==> src/rtl/priority_encoder_4to2.sv <==
// Registered priority encoder: the index of the winning unmasked request bit, plus a valid flag.
// Optional registered one-hot output when PRIO_ENC_ONEHOT_EN is defined.
module priority_encoder_4to2 #(
    parameter int WIDTH        = 4,
    parameter int OUT_W        = $clog2(WIDTH),
    parameter bit MSB_PRIORITY = 1'b1
) (
    input  logic             clk,
    input  logic             rst_n,
    input  logic             en,
    input  logic [WIDTH-1:0] a,
    input  logic [WIDTH-1:0] mask,
`ifdef PRIO_ENC_ONEHOT_EN
    output logic [WIDTH-1:0] onehot,
`endif
    output logic [OUT_W-1:0] y,
    output logic             valid
);

    logic [WIDTH-1:0] req;
    logic [OUT_W-1:0] enc_idx;
    logic             enc_any;

    logic [OUT_W-1:0] y_d;
    logic [OUT_W-1:0] y_q;
    logic             valid_d;
    logic             valid_q;

    // The scan direction makes the winning bit the last one written, so no early exit is needed.
    always_comb begin
        req     = a & ~mask;
        enc_any = |req;
        enc_idx = '0;
        if (MSB_PRIORITY) begin
            for (int i = 0; i < WIDTH; i++) begin
                if (req[i]) enc_idx = OUT_W'(i);
            end
        end else begin
            for (int i = WIDTH - 1; i >= 0; i--) begin
                if (req[i]) enc_idx = OUT_W'(i);
            end
        end
    end

    always_comb begin
        y_d     = y_q;
        valid_d = valid_q;
        if (en) begin
            y_d     = enc_idx;
            valid_d = enc_any;
        end
    end

    always_ff @(posedge clk or negedge rst_n) begin
        if (!rst_n) begin
            y_q     <= '0;
            valid_q <= 1'b0;
        end else begin
            y_q     <= y_d;
            valid_q <= valid_d;
        end
    end

    assign y     = y_q;
    assign valid = valid_q;

`ifdef PRIO_ENC_ONEHOT_EN
    logic [WIDTH-1:0] onehot_enc;
    logic [WIDTH-1:0] onehot_d;
    logic [WIDTH-1:0] onehot_q;

    // Decoding from enc_idx keeps onehot consistent with y by construction.
    always_comb begin
        onehot_enc = '0;
        for (int i = 0; i < WIDTH; i++) begin
            onehot_enc[i] = enc_any && (enc_idx == OUT_W'(i));
        end
        onehot_d = onehot_q;
        if (en) onehot_d = onehot_enc;
    end

    always_ff @(posedge clk or negedge rst_n) begin
        if (!rst_n) begin
            onehot_q <= '0;
        end else begin
            onehot_q <= onehot_d;
        end
    end

    assign onehot = onehot_q;
`endif

endmodule

==> config.mk <==
export PLATFORM = sky130hd
export DESIGN_NAME = priority_encoder_4to2
export DESIGN_NICKNAME = d
export VERILOG_FILES = /design/src/rtl/priority_encoder_4to2.sv
export SDC_FILE = /design/constraint.sdc
export NUM_CORES = 1
export LEC_CHECK = 0
export ABC_CLOCK_PERIOD_IN_PS = 1070
export CAP_MARGIN = 30
export CORE_AREA = 2 2 39 41
export CTS_CLUSTER_SIZE = 8
export DETAILED_ROUTE_END_ITERATION = 16
export DIE_AREA = 0 0 41 43
export PLACE_DENSITY = 0.48
export SYNTH_ARGS = -nofsm -noshare
export SYNTH_HDL_FRONTEND = slang
export SYNTH_SLANG_ARGS = --single-unit
==> constraint.sdc <==
create_clock -name clk -period 1.07 [get_ports clk]
set_input_delay 0.214 -clock clk [delete_from_list [all_inputs] [get_ports clk]]
set_output_delay 0.214 -clock clk [all_outputs]
set_load 0.005 [all_outputs]
==> results.sh, run 1 <==
export IMPL_synth_edff_count=0
export IMPL_synth_top_area_share=0.480
export IMPL_synthFlopType="dfrtp_1"
export IMPL_period_needed_ns=1.02
export IMPL_netlist_area_um2=156
export IMPL_switching_power_uw=94.2
export IMPL_powerDensity_nw_per_um2=1250
export IMPL_p_leak_nw=0.146
export IMPL_grt_max_degree=7
export IMPL_worst_slew_pin_slew_ns=0.200
export IMPL_status="finished clean"
export IMPL_grtUsageMet3=0.0576
export IMPL_placedCellCount=45
export IMPL_cts_sinks=3
export IMPL_nNetsFinal=46
export IMPL_clock_latency_ns=0.23
export IMPL_finalMaxSlewViolations=0
export IMPL_use_met2=0.0688
export IMPL_cts_max_level=1
export IMPL_die_y_um=43
export IMPL_clk_pin_slew_worst_paths_ns=0.04
export IMPL_gr_usage_met1=0.0841
export IMPL_synthTopCellsByArea="dfrtp_1 (48%), nor2b_4 (18%), a21oi_1 (13%)"
export IMPL_ys_ff_latch=3
export IMPL_place_congestion=0.567
export IMPL_synth_most_common_cell="a21oi_1"
export IMPL_start_util=0.113
export IMPL_grt_ovfl_total=0
export IMPL_holdWs_ns=0.165
export IMPL_fin_cells=50
export IMPL_grt_util_all_layers=0.0744
export IMPL_synthTopCellsByCount="a21oi_1 (4), dfrtp_1 (3), nor2_1 (3), nor2b_4 (2)"
export IMPL_yosys_warnings=0
export IMPL_postRouteAntennaNets=0
export IMPL_antenna_found_initial=0
export IMPL_p_int_uw=333
export IMPL_crit_chain="clkdlybuf4s15_1"
export IMPL_cts_buffers_inserted=3
export IMPL_maxCapViolCount=0
export IMPL_dieArea_um2=1760
export IMPL_period_share=0.952
export IMPL_routed_via_count=176
export IMPL_grt_setup_unrepaired="no"
export IMPL_drt_iter0_drc=3
export IMPL_power_frac_seq=0.310
export IMPL_drive_gt1_frac=0.176
export IMPL_ys_seq_area_frac=0.480
export IMPL_synthArstFlopShare=1.00
export IMPL_synthCells=16
export IMPL_portBuffers=13
export IMPL_synth_net_count=27
export IMPL_fmax_mhz=981
export IMPL_avgViaCountPerCell=3.52
export IMPL_chipWidth_um=41
export IMPL_routed_wl_um=449
export IMPL_cts_tree="yes"
export IMPL_power_frac_comb=0.227
export IMPL_hold_path_class="in2async"
export IMPL_ctsRootBufferMaster="clkbuf_4"
export IMPL_coreArea_um2=1380
export IMPL_cts_buffer_depth=2
export IMPL_cp_max_fo=2
export IMPL_worst_setup_path_type="reg2out"
export IMPL_syn_avg_cell_area_um2=9.78
export IMPL_syn_to_final_growth_pct=118
export IMPL_slew_limit_headroom=0.866
export IMPL_critPathTopFamily="flip-flops"
export IMPL_critPathArrivalTime_ns=0.81
export IMPL_setup_violations=0
export IMPL_cp_slowest_stage_delay_ns=0.37
export IMPL_grt_pass1_vias=198
export IMPL_yosysTopAreaCell="dfrtp_1"
export IMPL_rows=14
export IMPL_switching_share=0.221
export IMPL_grt_busiest_layer="met4"
export IMPL_slowest_stage="dfrtp_1"
export IMPL_synth_cell_types=8
export IMPL_worstPathRequired_ns=0.86
export IMPL_vdd_drop_max_uv=326
export IMPL_cp_end_kind="output pin"
export IMPL_num_antenna_cells=0
export IMPL_hpwl_um=342
export IMPL_drt_drc_violations_left=0
export IMPL_nFillCells=158
export IMPL_dr_pass1_iters=4
export IMPL_grt_pass1_wl_um=752
export IMPL_worst_path_buf_inv=1
export IMPL_final_hold_viol_count=0
export IMPL_start_kind="flop"
export IMPL_io_pins=14
export IMPL_fin_skew_ns=0
export IMPL_avgRoutedWirePerCell_um=8.98
export IMPL_clock_power_share=0.463
-- cells in the final DEF, fill, tap and decap left out --
cell,Yosys,final
clkbuf_4,0,3
a31oi_1,1,1
inv_1,1,1
nor2b_4,2,2
nand2b_1,1,1
a21oi_1,4,4
nor2b_1,1,1
clkbuf_1,0,1
clkdlybuf4s15_1,0,3
dfrtp_1,3,3
clkdlybuf4s50_1,0,10
buf_4,0,1
nor2_1,3,3
-- flip-flops by register name, indices dropped and copies added, names as in the netlist --
register / flops
valid: 1
y: 2
-- kinds of logic (layout without fill, tap and decap cells) --
family | Yosys count | after routing | share of synthesized area
flip-flops | 3 | 3 | 0.480
AO/OA/AOI/OAI | 5 | 5 | 0.168
AND/OR/NAND/NOR | 7 | 7 | 0.328
buffers and inverters | 1 | 19 | 0.0240
-- timing repair --
item                                    in CTS  in global routing
buffers inserted                             1                  0
hold endpoints to repair                     0                  0
resized for setup                            6                  0
hold buffers                                 0                  0
endpoints found under the setup margin       3                  0
-- path summary, 6_finish.rpt --
kind | end | slack (ns) | depth (start not counted) | from
worst min-delay path | valid | 0.16 | 1 | rst_n
max in group asynchronous | y[0] | 0.76 | 1 | rst_n
worst max-delay path | valid | 0.05 | 1 | valid
min in group clk | y[0] | 0.52 | 2 | y[0]
worst max register to register | y[1] | 0.31 | 3 | y[1]
worst min register to register | y[0] | 0.52 | 2 | y[0]
-- layer usage --
layer,vias up,wire length [um]
met1,70,188
met5,-,0
met3,0,114
met2,17,145
li1,89,-
met4,0,0
-- power by group through the flow --
| stage | Clock (mW) | Combinational [mW] | Sequential (mW) |
|---|---|---|---|
| finish | 0.198 | 0.0967 | 0.132 |
| global route | 0.227 | 0.106 | 0.134 |
| CTS | 0.211 | 0.0970 | 0.132 |
| detailed placement | 0 | 0.0963 | 0.134 |
| global placement | 0 | 0.0970 | 0.133 |
| floorplan | 0 | 0.0260 | 0.135 |
-- final cells by class --
class                   instances  area, um2  share of cell area
clock buffers                   4       26.3              0.0772
inverters                       1       3.75              0.0110
multi-input cells              12       77.6               0.228
flip-flops and latches          3       75.1               0.221
well taps                      16       20.0              0.0588
repair buffers                 14        138               0.404
-- stage by stage --
stage | TNS (ns) | worst slack (ns) | utilization | cell area [um2] | total power, mW
after floorplan | 0 | 0.386 | - | 156 | 0.161
after global routing | 0 | 0.00728 | 0.246 | 340 | 0.467
after detailed placement | -0.180 | -0.0695 | 0.222 | 307 | 0.230
after CTS | 0 | 0.0427 | 0.246 | 340 | 0.440
after global placement | -0.187 | -0.0761 | 0.222 | 307 | 0.230
final | 0 | 0.0509 | 0.246 | 340 | 0.427
No activity file was read; power rests on OpenSTA's default activity.
==> run 2, diff against run 1 <==
==> constraint.sdc (replaced) <==
create_clock -name clk -period 1.07 [get_ports clk]
set_input_delay 0.2675 -clock clk [delete_from_list [all_inputs] [get_ports clk]]
set_output_delay 0.2675 -clock clk [all_outputs]
set_load 0.005 [all_outputs]
==> run 2 against run 1 <==
Net effect: count of clock-buffer cells in the layout is the same; final area shrank 4.4%; clock skew is the same; critical path type unchanged; largest power group unchanged; highest routed layer is now met4.
==> results.sh, run 2 (synthesis gave the netlist of run 1 again) <==
export IMPL_dr_pass1_iters=4
export IMPL_die_y_um=43
export IMPL_total_power_uw=427
export IMPL_postRouteAntennaNets=0
export IMPL_antenna_found_initial=0
export IMPL_drive_gt1_frac=0.265
export IMPL_drt_iter0_drc=3
export IMPL_slowest_stage="dfrtp_1"
export IMPL_routed_via_count=182
export IMPL_start_kind="flop"
export IMPL_cts_buffers_inserted=3
export IMPL_nNetsFinal=46
export IMPL_cp_end_kind="output pin"
export IMPL_grt_pass1_wl_um=696
export IMPL_cp_max_fo=2
export IMPL_use_met2=0.0563
export IMPL_clock_latency_ns=0.23
export IMPL_hold_path_class="in2async"
export IMPL_clk_pin_slew_worst_paths_ns=0.04
export IMPL_clock_power_share=0.479
export IMPL_cts_tree="yes"
export IMPL_syn_to_final_growth_pct=108
export IMPL_switching_share=0.235
export IMPL_rows=14
export IMPL_finalMaxSlewViolations=0
export IMPL_vdd_drop_max_uv=347
export IMPL_io_pins=14
export IMPL_grt_util_all_layers=0.0673
export IMPL_worstPathRequired_ns=0.80
export IMPL_portBuffers=13
export IMPL_final_common_cell="clkdlybuf4s50_1"
export IMPL_cts_buffer_depth=2
export IMPL_num_antenna_cells=0
export IMPL_chipWidth_um=41
export IMPL_maxCapViolCount=0
export IMPL_crit_chain="buf_2"
export IMPL_setup_violations=0
export IMPL_start_util=0.113
export IMPL_fin_cells=50
export IMPL_drt_drc_violations_left=0
export IMPL_mostFrequentLayoutCells="clkdlybuf4s50_1 (10), a21oi_1 (4)"
export IMPL_avgRoutedWirePerCell_um=9.60
export IMPL_worst_setup_path_type="reg2out"
export IMPL_critPathArrivalTime_ns=0.73
export IMPL_switching_power_uw=100
export IMPL_p_int_uw=327
export IMPL_fmax_mhz=1000
export IMPL_cts_max_level=1
export IMPL_holdWs_ns=0.219
export IMPL_grt_pass1_vias=176
export IMPL_dp_slack_ns=-0.131
export IMPL_placedCellCount=45
export IMPL_place_congestion=0.601
export IMPL_fin_skew_ns=0
export IMPL_largest_register_ffs=2
export IMPL_power_frac_comb=0.212
export IMPL_dieArea_um2=1760
export IMPL_cp_slowest_stage_delay_ns=0.37
export IMPL_grtUsageMet3=0.0576
export IMPL_status="finished clean"
export IMPL_setup_slack_ns=0.0695
export IMPL_period_needed_ns=1.00
export IMPL_final_hold_viol_count=0
export IMPL_avgViaCountPerCell=3.64
export IMPL_coreArea_um2=1380
export IMPL_worst_path_buf_inv=1
export IMPL_hpwl_um=360
export IMPL_holdBufCountCts=0
export IMPL_grt_ovfl_total=0
export IMPL_routed_wl_um=480
export IMPL_cts_sinks=3
export IMPL_worst_slew_pin_slew_ns=0.211
export IMPL_p_leak_nw=0.143
export IMPL_slew_limit_headroom=0.859
export IMPL_ctsRootBufferMaster="clkbuf_4"
export IMPL_gr_usage_met1=0.0839
export IMPL_grt_busiest_layer="met1"
export IMPL_critPathTopFamily="flip-flops"
export IMPL_powerDensity_nw_per_um2=1310
export IMPL_grt_setup_unrepaired="no"
export IMPL_power_frac_seq=0.309
export IMPL_period_share=0.935
export IMPL_grt_max_degree=7
[run 2: cell count changes in the layout (fill, tap and decap cells not counted)]
| cell | delta |
|---|---|
| clkdlybuf4s15_1 | -3 |
| buf_2 | +3 |
[run 2: per-layer routing]
layer,up-vias,part of all wire
li1,89,-
met5,-,0
met3,4,0.19
met4,0,0.046
met1,71,0.48
met2,18,0.28
[run 2: layout make-up]
type,count,area (um2)
fill,159,1060
timing repair buffer,14,123
multi-input combinational,12,77.6
sequential,3,75.1
clock buffer,4,26.3
tap,16,20.0
inverter,1,3.75
[run 2: final timing paths]
check                           slack (ns)  start    end  cells past startpoint
worst max-delay path                  0.07   y[0]   y[0]                      1
worst min-delay path                  0.22  rst_n   y[1]                      1
worst max register to register        0.31   y[0]   y[0]                      3
worst min register to register        0.53   y[1]   y[1]                      2
max in group asynchronous             0.70  rst_n  valid                      1
min in group clk                      0.53   y[1]   y[1]                      2
[run 2: what timing repair did]
item | 4_1_cts | 5_1_grt
buffers inserted | 1 | 0
gates resized for setup | 12 | 0
setup endpoints to repair | 3 | 0
endpoints found under the hold margin | 0 | 0
[run 2: metrics by stage]
step	setup TNS [ns]	area, um2	utilization
final	0	325	0.235
after floorplan	0	156	-
after global routing	0	325	0.235
after global placement	-0.402	307	0.222
after detailed placement	-0.436	307	0.222
after CTS	0	325	0.235
[run 2: power by group through the flow]
stage	Combinational [mW]	Clock, mW	Sequential [mW]
finish	0.0905	0.204	0.132
global route	0.0993	0.222	0.133
detailed placement	0.0963	0	0.134
CTS	0.0911	0.211	0.132
floorplan	0.0260	0	0.135
global placement	0.0972	0	0.133
